File: src/rtl/xor_parity_pkg.sv
// Shared types and constants for the streaming XOR parity block.
package xor_parity_pkg;

  typedef enum logic {
    S_ACC = 1'b0,
    S_OUT = 1'b1
  } state_t;

  localparam logic MODE_GEN = 1'b0;
  localparam logic MODE_CHK = 1'b1;

endpackage

File: src/rtl/xor_reduce.sv
// Combinational reduction XOR of a WIDTH-bit vector.
module xor_reduce #(
  parameter int WIDTH = 8
) (
  input  logic [WIDTH-1:0] vec,
  output logic             par
);

  assign par = ^vec;

endmodule

File: src/rtl/xor_parity_stream.sv
// Folds a framed word stream into a column-XOR word plus parity bit; in check
// mode the final beat is the check word and the fold is the syndrome.
module xor_parity_stream
  import xor_parity_pkg::*;
#(
  parameter int WIDTH = 8,
  parameter int LEN_W = 16
) (
  input  logic             clk,
  input  logic             rst_n,
  input  logic             mode,
  input  logic             odd,
  input  logic             in_valid,
  output logic             in_ready,
  input  logic [WIDTH-1:0] in_data,
  input  logic             in_last,
  output logic             out_valid,
  input  logic             out_ready,
  output logic [WIDTH-1:0] out_col,
  output logic             out_par,
  output logic             out_err,
  output logic [LEN_W-1:0] out_len
);

  state_t           state;
  state_t           state_nxt;
  logic [WIDTH-1:0] acc;
  logic [LEN_W-1:0] cnt;
  logic             mode_l;
  logic             odd_l;

  logic             accept;
  logic             first;
  logic             mode_eff;
  logic             odd_eff;
  logic [WIDTH-1:0] col_nxt;
  logic [LEN_W-1:0] len_nxt;
  logic             col_par;

  function automatic logic [LEN_W-1:0] sat_inc(input logic [LEN_W-1:0] v);
    return (v == {LEN_W{1'b1}}) ? v : v + 1'b1;
  endfunction

  assign in_ready  = (state == S_ACC);
  assign out_valid = (state == S_OUT);
  assign accept    = in_valid & in_ready;

  // cnt never wraps, so zero identifies the first beat of a frame; the live
  // mode/odd inputs apply to that beat, the latched copies to the rest.
  assign first    = (cnt == '0);
  assign mode_eff = first ? mode : mode_l;
  assign odd_eff  = first ? odd  : odd_l;
  assign col_nxt  = acc ^ in_data;
  assign len_nxt  = sat_inc(cnt);

  xor_reduce #(.WIDTH(WIDTH)) u_reduce (
    .vec (col_nxt),
    .par (col_par)
  );

  always_ff @(posedge clk) begin
    if (!rst_n) state <= S_ACC;
    else        state <= state_nxt;
  end

  always_comb begin
    state_nxt = state;
    case (state)
      S_ACC:   if (in_valid && in_last) state_nxt = S_OUT;
      S_OUT:   if (out_ready)           state_nxt = S_ACC;
      default: state_nxt = S_ACC;
    endcase
  end

  always_ff @(posedge clk) begin
    if (!rst_n) begin
      acc     <= '0;
      cnt     <= '0;
      mode_l  <= MODE_GEN;
      odd_l   <= 1'b0;
      out_col <= '0;
      out_par <= 1'b0;
      out_err <= 1'b0;
      out_len <= '0;
    end else if (accept) begin
      if (first) begin
        mode_l <= mode;
        odd_l  <= odd;
      end
      if (in_last) begin
        out_col <= col_nxt;
        out_len <= len_nxt;
        out_par <= col_par ^ odd_eff;
        out_err <= (mode_eff == MODE_CHK) && (|col_nxt);
      end else begin
        acc <= col_nxt;
        cnt <= len_nxt;
      end
    end else if (out_valid && out_ready) begin
      acc <= '0;
      cnt <= '0;
    end
  end

endmodule

File: config.mk
export PLATFORM = sky130hd
export DESIGN_NAME = xor_parity_stream
export DESIGN_NICKNAME = d
export VERILOG_FILES = /design/src/rtl/xor_parity_pkg.sv /design/src/rtl/xor_reduce.sv /design/src/rtl/xor_parity_stream.sv
export SDC_FILE = /design/constraint.sdc
export NUM_CORES = 1
export LEC_CHECK = 0
export CAP_MARGIN = 20
export CORE_MARGIN = 1.5
export CORE_UTILIZATION = 65
export DETAILED_ROUTE_END_ITERATION = 6
export DONT_BUFFER_PORTS = 1
export GPL_TIMING_DRIVEN = 1
export PLACE_DENSITY = 0.92
export SYNTH_ARGS = -nofsm -noshare
export SYNTH_HDL_FRONTEND = slang
export SYNTH_SLANG_ARGS = --single-unit
File: constraint.sdc
create_clock -name clk -period 4.6 [get_ports clk]
set_input_delay 0.92 -clock clk [delete_from_list [all_inputs] [get_ports clk]]
set_output_delay 0.92 -clock clk [all_outputs]
set_load 0.005 [all_outputs]
==> run metrics <==
outcome=complete, no violations; clk buf depth=2; most common library cell in the layout ignoring fill and taps=dfxtp_1; H-tree depth=2; Core Area=3970 µm²; total CTS buffers=5; most frequent cells in the layout=dfxtp_1 (53), nor2_1 (38), a21oi_1 (37); DP HPWL=4340 µm; DRT Pass-1 Iters=5; post-layout util=0.689; Ports=43; Multi-input gate area=1480 µm²; crit path capture=cnt[5]; CP max-delay cell=nor3_2; cell count along the critical path=4; Critical Path Source Type=input pin; CP max FO=16; die area=4520 µm²; CP top delay family=simple AND/OR/NAND/NOR gates; Tot GR Track Use=0.299; Tmin final=2140 ps; Hold Fails Final Rpt=0; number of global-route vias before repair=2190; Final setup viols=0; worst skew pair latency=310 ps; number of distinct library cells after synthesis=42; worst r2r path cells=4; Pins Over Slew Limit=0; Synth async-reset ratio=0; total clock sinks=53; Mapped Nets=354; antenna violations before repair=0; FP Rows=23; sequential fraction of the synthesis area=0.396; Peak VDD IR=0.000229 V; Crit. End Element=flop; ys flop type=dfxtp_1; CTS tree=done; Antenna Nets Post-Route=0; Starting Density=0.675; Routed WL=6180 µm; DIE HEIGHT=67.2 µm; clk_skew=7.77 ps; CP arrival=2380 ps; layout cell share with drive strength beyond 1=0.0535; clk slew on worst S/H paths=100 ps; clock tree root buffer cell=clkbuf_8; GPL Wtd Cong=0.891; leakage=0.919 nW; Fmax=468 MHz; Vias/cell=6.45; Max-cap violations=0; crit path buf inv count=0; setup tns final=0 ps; WL/cell=16.8 µm; n_diodes=0; register area=1060 µm²; Syn Area/Cell=8.04 µm²; die width=67.2 µm; reg2reg start=out_valid; Port Buf Inserts=0; critical path type=in -> reg; hold slack=477 ps; Slew @ Worst Pin=972 ps; Nets=338; R2R Setup Slk=2480 ps; CP Cell Sequence=nand2b_1 > nor3_2 > a41oi_1 > a31oi_1; Syn-to-layout area delta=2.10%; Hold WC Path Type=reg -> reg; RSZ-0062 raised after global routing=no; via count=2374; gr ovfl total=0; largest net degree at the start of global routing=31; worst reg2reg path endpoint=cnt[5]; worst rel slew slack=0.349; 1st-iter DRT viols=222; total power=0.864 mW; CP required=4840 ps; Power Density=316 nW/µm²; first-pass GRT wire length=10200 µm; post-CTS setup buffers=0; Yosys reg bits=53; fillers=315; Max stage delay on crit path=800 ps; CTS Hold Bufs=0; Post-synth EDFFs=0; Post-Synthesis Cells=333; crit path launch=in_valid; synthesized cell area=2680 µm²; Tcrit/Tclk final=0.465; DRC Markers=0; Ys Warns=0; post-CTS sizing=0
-- cells in the mapped netlist, types with 2 or more instances --
library cell | n | area, µm²
nand3_1 | 15 | 75.1
a211oi_1 | 11 | 82.6
nand2b_1 | 4 | 25.0
and3_1 | 2 | 12.5
o211ai_1 | 3 | 22.5
a31oi_1 | 8 | 50.1
buf_4 | 2 | 15.0
dfxtp_1 | 53 | 1060
o31ai_1 | 3 | 22.5
buf_2 | 9 | 45.0
and2_1 | 2 | 12.5
nor2_1 | 38 | 143
a311oi_1 | 2 | 17.5
xnor2_1 | 15 | 131
mux2i_1 | 2 | 20.0
inv_1 | 5 | 18.8
nand4_1 | 10 | 62.6
a21oi_1 | 37 | 185
xor2_1 | 4 | 35.0
ha_1 | 6 | 75.1
clkbuf_1 | 14 | 52.6
nand2_1 | 29 | 109
o21ai_0 | 29 | 145
nor4_1 | 3 | 18.8
and4_1 | 4 | 35.0
nor3_1 | 7 | 35.0
-- how the worst min path moves through the flow --
stage	start	to	slack [ps]	cells past startpoint
5_1_grt	out_err	out_err	500	2
4_1_cts	out_len[4]	out_len[4]	480	2
2_1_floorplan	out_len[2]	out_len[2]	450	2
3_3_place_gp	out_err	out_err	470	2
6_report	out_len[4]	out_len[4]	480	2
3_5_place_dp	out_len[4]	out_len[4]	470	2
-- worst register-to-register path: stages (launching register included) --
cell      delay (ps)
dfxtp_1          430
nand2b_1         370
nor3_2           810
a41oi_1          240
a31oi_1          210
-- stage by stage --
stage                     area (µm²)  setup WS [ps]  instances
after floorplan                 2680           2550        333
after global placement          2640           1870        359
after detailed placement        2640           1810        359
after CTS                       2720           2150        367
after global routing            2740           2310        368
final                           2740           2460        368
-- cells by family after synthesis --
family,synth area share
AO/OA/AOI/OAI,0.225
XOR/XNOR,0.0621
adder cells (fa/ha/maj),0.0280
buffers and inverters,0.0532
flip-flops,0.396
multiplexers,0.0117
AND/OR/NAND/NOR,0.224
-- flip-flops by register name, summed over array words and instances, names as in the netlist --
register and flops:
mode_l 1, out_len 16, out_par 1, cnt 16, out_valid 1, odd_l 1
acc 8, out_col 8, out_err 1
-- report_power, final --
part / internal, mW / switching [mW] / leakage [nW]
logic: 0.0463 / 0.0638 / 0.444
clock network: 0.105 / 0.156 / 0.0439
registers: 0.477 / 0.0155 / 0.432
total: 0.629 / 0.235 / 0.919
-- metal layers --
metal  vias up  routed length (µm)  global-route usage
li1       1165                   -                   -
met1      1097                2620               0.367
met2        98                3000               0.514
met3        14                 432              0.0717
met4         0                 123               0.102
met5         -                   0                   0
-- final cells by class --
cell class / count / area share
Multi-Input combinational cell: 249 / 0.541
Sequential cell: 53 / 0.388
Clock buffer: 5 / 0.0252
Tap cell: 50 / 0.0229
Timing Repair Buffer: 3 / 0.00961
Inverter: 5 / 0.00686
Clock inverter: 3 / 0.00640
(Power assumes the default switching activity.)
